File: src/rtl/params_out_buffer.sv
// Readback responder for the glitch-parameter register bank: answers config reads
// with a registered word and valid/ack handshake, and owns the glitch counter and sticky status.
module params_out_buffer #(
    parameter int unsigned TIMEOUT = 255,
    parameter int unsigned CNT_W   = 16
) (
    input  logic        clk,
    input  logic        rst,
    input  logic        config_enable,
    input  logic [7:0]  cmd,
    input  logic [15:0] addr,
    input  logic [15:0] glitch_width,
    input  logic [15:0] glitch_period,
    input  logic [15:0] glitch_pos,
    input  logic [15:0] glitch_pos_fine,
    input  logic        glitch_en,
    input  logic        glitch_fire,
    output logic [15:0] data_read,
    output logic        data_valid,
    input  logic        data_ack,
    output logic        busy
);

    localparam int unsigned DATA_W = 16;
    localparam int unsigned ADDR_W = 16;
    localparam int unsigned TO_W   = 16;

    localparam logic [7:0] CMD_CONFIG_READ  = 8'h02;
    localparam logic [7:0] CMD_CONFIG_WRITE = 8'h03;

    localparam logic [ADDR_W-1:0] ADDR_WIDTH    = 16'h0000;
    localparam logic [ADDR_W-1:0] ADDR_PERIOD   = 16'h0001;
    localparam logic [ADDR_W-1:0] ADDR_POS      = 16'h0002;
    localparam logic [ADDR_W-1:0] ADDR_POS_FINE = 16'h0003;
    localparam logic [ADDR_W-1:0] ADDR_ENABLE   = 16'h0004;
    localparam logic [ADDR_W-1:0] ADDR_COUNT    = 16'h0005;
    localparam logic [ADDR_W-1:0] ADDR_STATUS   = 16'h0006;

    localparam logic [TO_W-1:0]  TO_LAST = TO_W'(TIMEOUT - 1);
    localparam logic [CNT_W-1:0] CNT_MAX = '1;

    typedef enum logic [1:0] {
        IDLE   = 2'd0,
        LOOKUP = 2'd1,
        RESP   = 2'd2
    } state_t;

    state_t              state_q;
    state_t              state_d;
    logic [ADDR_W-1:0]   addr_q;
    logic [ADDR_W-1:0]   addr_d;
    logic [TO_W-1:0]     tcnt_q;
    logic [TO_W-1:0]     tcnt_d;
    logic [DATA_W-1:0]   data_read_d;
    logic                data_valid_d;
    logic                busy_d;

    logic [CNT_W-1:0]    glitch_count_q;
    logic                sat_q;
    logic                bad_addr_q;
    logic                timeout_q;
    logic                overrun_q;

    logic                rd_req;
    logic                wr_clr;
    logic                fire_ok;
    logic                overrun_set;
    logic                timeout_set;
    logic                bad_set;
    logic                status_rd;
    logic                lookup_bad;
    logic [DATA_W-1:0]   lookup_word;
    logic [DATA_W-1:0]   status_word;

    assign rd_req      = config_enable && (cmd == CMD_CONFIG_READ);
    assign wr_clr      = config_enable && (cmd == CMD_CONFIG_WRITE) && (addr == ADDR_COUNT);
    assign fire_ok     = glitch_fire && glitch_en;
    assign overrun_set = rd_req && (state_q != IDLE);
    assign status_word = {11'b0, sat_q, bad_addr_q, timeout_q, overrun_q, glitch_en};

    // Register-map read mux, evaluated against live inputs during LOOKUP
    always_comb begin
        lookup_word = '0;
        lookup_bad  = 1'b0;
        case (addr_q)
            ADDR_WIDTH:    lookup_word = glitch_width;
            ADDR_PERIOD:   lookup_word = glitch_period;
            ADDR_POS:      lookup_word = glitch_pos;
            ADDR_POS_FINE: lookup_word = glitch_pos_fine;
            ADDR_ENABLE:   lookup_word = {15'b0, glitch_en};
            ADDR_COUNT:    lookup_word = DATA_W'(glitch_count_q);
            ADDR_STATUS:   lookup_word = status_word;
            default:       lookup_bad  = 1'b1;
        endcase
    end

    // Next-state and registered-output values
    always_comb begin
        state_d      = state_q;
        addr_d       = addr_q;
        tcnt_d       = tcnt_q;
        data_read_d  = data_read;
        data_valid_d = data_valid;
        timeout_set  = 1'b0;
        bad_set      = 1'b0;
        status_rd    = 1'b0;

        case (state_q)
            IDLE: begin
                if (rd_req) begin
                    addr_d  = addr;
                    state_d = LOOKUP;
                end
            end
            LOOKUP: begin
                data_read_d  = lookup_word;
                data_valid_d = 1'b1;
                bad_set      = lookup_bad;
                status_rd    = (addr_q == ADDR_STATUS);
                tcnt_d       = '0;
                state_d      = RESP;
            end
            RESP: begin
                if (data_ack) begin
                    data_valid_d = 1'b0;
                    tcnt_d       = '0;
                    state_d      = IDLE;
                end else if (tcnt_q == TO_LAST) begin
                    // Consumer never answered: abandon the response
                    timeout_set  = 1'b1;
                    data_valid_d = 1'b0;
                    tcnt_d       = '0;
                    state_d      = IDLE;
                end else begin
                    tcnt_d = tcnt_q + TO_W'(1);
                end
            end
            default: begin
                data_valid_d = 1'b0;
                tcnt_d       = '0;
                state_d      = IDLE;
            end
        endcase

        busy_d = (state_d != IDLE);
    end

    always_ff @(posedge clk or posedge rst) begin
        if (rst) begin
            state_q    <= IDLE;
            addr_q     <= '0;
            tcnt_q     <= '0;
            data_read  <= '0;
            data_valid <= 1'b0;
            busy       <= 1'b0;
        end else begin
            state_q    <= state_d;
            addr_q     <= addr_d;
            tcnt_q     <= tcnt_d;
            data_read  <= data_read_d;
            data_valid <= data_valid_d;
            busy       <= busy_d;
        end
    end

    // Sticky flags: a status read clears them, but a coincident set event wins
    always_ff @(posedge clk or posedge rst) begin
        if (rst) begin
            overrun_q  <= 1'b0;
            timeout_q  <= 1'b0;
            bad_addr_q <= 1'b0;
        end else begin
            overrun_q  <= (overrun_q  && !status_rd) || overrun_set;
            timeout_q  <= (timeout_q  && !status_rd) || timeout_set;
            bad_addr_q <= (bad_addr_q && !status_rd) || bad_set;
        end
    end

    // Saturating glitch counter; the clearing write has priority over a fire
    always_ff @(posedge clk or posedge rst) begin
        if (rst) begin
            glitch_count_q <= '0;
            sat_q          <= 1'b0;
        end else if (wr_clr) begin
            glitch_count_q <= '0;
            sat_q          <= 1'b0;
        end else if (fire_ok) begin
            if (glitch_count_q != CNT_MAX) begin
                glitch_count_q <= glitch_count_q + CNT_W'(1);
            end
            if ((glitch_count_q == CNT_MAX) || (glitch_count_q == CNT_MAX - CNT_W'(1))) begin
                sat_q <= 1'b1;
            end
        end
    end

endmodule
File: config.mk
export PLATFORM = sky130hd
export DESIGN_NAME = params_out_buffer
export DESIGN_NICKNAME = d
export VERILOG_FILES = /design/src/rtl/params_out_buffer.sv
export SDC_FILE = /design/constraint.sdc
export NUM_CORES = 1
export LEC_CHECK = 0
export ABC_CLOCK_PERIOD_IN_PS = 2600
export CORE_MARGIN = 10
export CORE_UTILIZATION = 25
export DETAILED_ROUTE_END_ITERATION = 6
export HOLD_SLACK_MARGIN = 0.15
export SYNTH_ARGS = -nofsm -noshare
export SYNTH_HDL_FRONTEND = slang
export SYNTH_SLANG_ARGS = --single-unit
File: constraint.sdc
create_clock -name clk -period 2.6 [get_ports clk]
set_clock_uncertainty 0.2 [all_clocks]
set_input_delay 0.26 -clock clk [delete_from_list [all_inputs] [get_ports clk]]
set_output_delay 0.26 -clock clk [all_outputs]
set_load 0.005 [all_outputs]
After elaboration in Yosys (flattened, before gate mapping)
Index checks and enable logic that the tools add are counted. Widths: inputs -> output; s select.

Flip-flop bits (word level): 72. Bits in latches: 0. Bits in writable memories: 0. Bits in read-only memories: 0. Input port bits: 94. Logic and storage cells: 78. Memories kept: 0.

$add $sub $neg: 2. Multipliers: 0. Divide/modulo/power cells: 0. Order comparisons: 0. Eq/ne operators: 16. Shift operators: 0. Muxes and demuxes: 23. Bitwise operators: 1. Reduce and logical (&&, ||, !) cells: 25.

Operator list (number): $pmux 16 s7 (1); $mux 16 (5); $eq 16x3->1 const B (4); $add 16x1->16 const B (2); $eq 16x16->1 const B (2); $eq 16x2->1 const B (2); $pmux 16 s2 (1); $eq 16x1->1 const B (1); $eq 16x8->1 const B (1); $eq 8x2->1 const B (2); $logic_not 16->1 (1); $ne 16x16->1 const B (1); $mux 1 (11); $reduce_bool 2->1 (5); $logic_and 1x1->1 (8); $reduce_and 2->1 (4); $reduce_or 7->1 (1); $mux 2 (3); $pmux 2 s3 (1); $logic_or 1x1->1 (4); $ne 3x3->1 const B (1); $pmux 1 s3 (1); $eq 2x1->1 const B (1); $eq 2x2->1 const B (1); 3 further kinds (3).

Depth between registers and ports, before layout
Word-level depth: 5. Gate-level depth with buffers: 7.

Worst setup path before layout
No wires, ideal clock.

Kind: reg-to-reg. Start point: register addr_q[0]. End point: register data_read[5]. Library setup time: 0.126 ns. Data arrival time: 1.720 ns. Required time: 2.274 ns. Path slack: 0.554 ns. Stages on the path, launching flop included: 6. Path buffers: 2. Cells stage by stage: dfrtp_1 buf_2 buf_2 mux4_2 and3_1 a221o_1.

Word-level cells in the longest chain between the ends: 2. Elaborated cells between the ends (all ways): 8.

Ends and longest elaborated chain: start: declaration (RTL line 50) `logic [ADDR_W-1:0] addr_q;`; start signal: assignment (RTL line 158) `addr_q <= addr_d;`; $eq 16x3->1 (tied with other cells) (RTL line 85) `case (addr_q)`; $pmux 16 s7 * (RTL line 85); end signal: assignment (RTL line 160) `data_read <= data_read_d;`; end: declaration (RTL line 18) `output logic [15:0] data_read,`.

Mark *: on every way between the ends. The rest lies on a longest branch, timed or not. A chain may end at the register's enable or synchronous reset.

Worst setup path after layout
Start point: register addr_q[1]. End point: register data_read[3].

The elaborated chain is that of the path after synthesis.

==> qor.yml <==
status: "complete, no violations"
max_freq_mhz: 435.9
dpl-instance-area_sq_um: 5672
crit_start: "addr_q[1]$_DFFE_PP0P_"
p_sw_w: 0.0008039
holdCritStartpoint: "data_read[9]$_DFFE_PP0P_"
grt_pass1_wl_mm: 22.75
end_kind: "flip-flop"
cp_max_fo: 10
powerDensity_nw_per_um2: 538.8
yosysTopAreaCellShare_pct: 42.63
clk_latency_ps: 330
die_w_um: 150.0
place_congestion: 0.8530
num_rows: 47
diodes: 0
yosysSeqAreaShare_pct: 42.63
holdWs_ps: 315.0
cp.arrival_ps: 2340
design_area_sq_um: 6036
syn_inst: 395
synth_area_leaders: "dfrtp_1, mux4_2, mux2_2"
synth_fp_nets: 493
hpwl_mm: 10.92
synth-seq-cells: 72
synthesis.area_sq_um: 4227
ys_warn_count: 0
syn_avg_cell_area_sq_um: 10.70
rsz0062_at_grt: "false"
vdd_drop_max_mv: 0.2710
synthTopCellsByCount: "dfrtp_1, nand2_1, a21oi_1, nor2_1"
cp-start-kind: "flip-flop"
setup-violations-final: 0
p_seq_share_pct: 39.3
grt_max_degree: 33
slew_viol_final: 0
yosysTopAreaCell: "dfrtp_1"
dr.pass1.iters: 4
internal_power_w: 0.002448
cpMaxStageDelayCell: "dfrtp_1"
clock-sinks: 72
cts_made_buffers: 9
core_area_sq_um: 16580
avgRoutedWirePerCell_um: 19.07
grt_pass1_vias: 4187
critPathKind: "reg2reg"
yosysMostFrequentCell: "dfrtp_1"
total_power_w: 0.003252
crit_top_cell: "a22oi_1"
synth_flop_cell: "dfrtp_1"
post_cts.repair.setup_buffers: 0
overflow: 0
grt_usage_pct: 12.69
port_buffers: 111
final_core_util_pct: 36.40
regToRegStartpoint: "addr_q[1]$_DFFE_PP0P_"
power.share.clock_pct: 45.2
power_leakage_nw: 2.463
cts_tree: "done"
drive_gt1_share_pct: 17.57
io_pins: 112
tightest_slew_ps: 587.8
crit_chain: "or4b_1 -> nor4_1 -> a22oi_1 -> a22oi_1"
switching_share_pct: 24.72
antenna_found_initial: 2
crit_required_ps: 2650
layout.nets: 611
vias: 3876
syn_to_final_growth_pct: 42.81
dr.first_iter.drc_count: 233
critical_path.max_stage_delay_ps: 620
cts_root_buffer: "clkbuf_16"
synth_edf_count: 0
fillers: 1663
finalHoldViolCount: 0
maxSlewHeadroom_pct: 60.45
tns_ps: 0
die_y_um: 150.0
start_util_pct: 25.49
maxCapViolations: 0
cts.clk_slew.worst_paths_ps: 60
ant_nets: 0
final.min_clock_period_ps: 2294
drc_errors: 0
wl_mm: 14.08
cts_buffer_depth: 2
async_flop_share_pct: 100.0
htreeDepth: 3
fin_crit_sh_pct: 88.24
via_per_inst: 5.252
dieArea_sq_um: 22510
synth_cell_type_count: 58
hold_class: "reg2reg"
power.share.combinational_pct: 15.5
path summary, 6_finish.rpt:
kind                                             to  slack [ps]  cells past startpoint
setup / recovery           data_read[3]$_DFFE_PP0P_         310                      4
hold / removal             data_read[9]$_DFFE_PP0P_         320                      1
setup reg to reg           data_read[3]$_DFFE_PP0P_         310                      4
hold reg to reg            data_read[9]$_DFFE_PP0P_         320                      1
max in group asynchronous     tcnt_q[4]$_DFFE_PP0N_        1050                      4
min in group asynchronous  data_read[9]$_DFFE_PP0P_         610                      3
power groups by stage:
stage	registers [W]	logic, W	clock network (W)
after floorplan	0.00127	0.000234	0
after detailed placement	0.00130	0.000503	0
final	0.00128	0.000504	0.00147
after global placement	0.00129	0.000491	0
after CTS	0.00128	0.000511	0.00149
after global routing	0.00129	0.000558	0.00154
layout make-up:
type	count	area, sq um	share of cell area [%]
sequential	72	1802	29.85
timing repair buffer	134	1299	21.52
multi-input combinational	290	2283	37.83
inverter	6	22.52	0.3731
clock inverter	6	115.1	1.907
tap	220	275.3	4.561
clock buffer	10	239.0	3.959
what timing repair did:
| item | in CTS | in global routing |
|---|---|---|
| hold buffers | 1 | 0 |
| gates resized for setup | 0 | 0 |
| hold endpoints to repair | 13 | 0 |
| endpoints found under the setup margin | 0 | 0 |
stage by stage:
stage,instances,worst slack [ps]
after global routing,738,223.1
after detailed placement,721,42.13
final,738,305.8
after global placement,721,188.4
after CTS,738,294.2
after floorplan,395,315.1
metal layers:
| metal | up-vias | part of all wire [%] | track usage, % |
|---|---|---|---|
| met1 | 1917 | 43 | 16.43 |
| li1 | 1812 | - | - |
| met4 | 4 | 1.2 | 4.227 |
| met5 | - | 0.23 | 0 |
| met3 | 17 | 8.0 | 3.925 |
| met2 | 126 | 47 | 19.64 |
critical path: cells and delay by family (launching register included):
family	cells	cell delay, ps
flip-flops	1	620
AO/OA/AOI/OAI	2	380
AND/OR/NAND/NOR	2	1020
cell families (layout without fill, tap and decap cells):
logic type,count (synthesis),in the layout,synth area share [%]
XOR/XNOR,1,1,0.2073
adder cells (fa/ha/maj),4,4,1.184
buffers and inverters,33,156,3.345
flip-flops,72,72,42.63
AND/OR/NAND/NOR,155,155,23.65
multiplexers,34,34,12.70
AO/OA/AOI/OAI,96,96,16.28
registers in the layout, indices dropped and copies added (netlist names):
signal / flops
state_q: 2
timeout_q: 1
addr_q: 16
data_valid: 1
glitch_count_q: 16
overrun_q: 1
data_read: 16
tcnt_q: 16
bad_addr_q: 1
sat_q: 1
busy: 1
placed cells by master (no fill, tap or decap), types with 6 or more instances in the layout:
master / n
a21oi_1: 19
nand2_1: 24
o21ai_0: 12
and3_1: 15
a22oi_1: 8
dfrtp_1: 72
clkdlybuf4s50_1: 111
and4_1: 10
nor4_1: 9
clkbuf_16: 9
nand3b_1: 6
or4_1: 7
a31oi_1: 10
mux4_2: 14
buf_4: 21
nand4_1: 12
nor2_1: 19
nand3_1: 14
a221o_1: 13
or3_1: 8
o31ai_1: 6
mux2_2: 17
(Power assumes the default switching activity.)
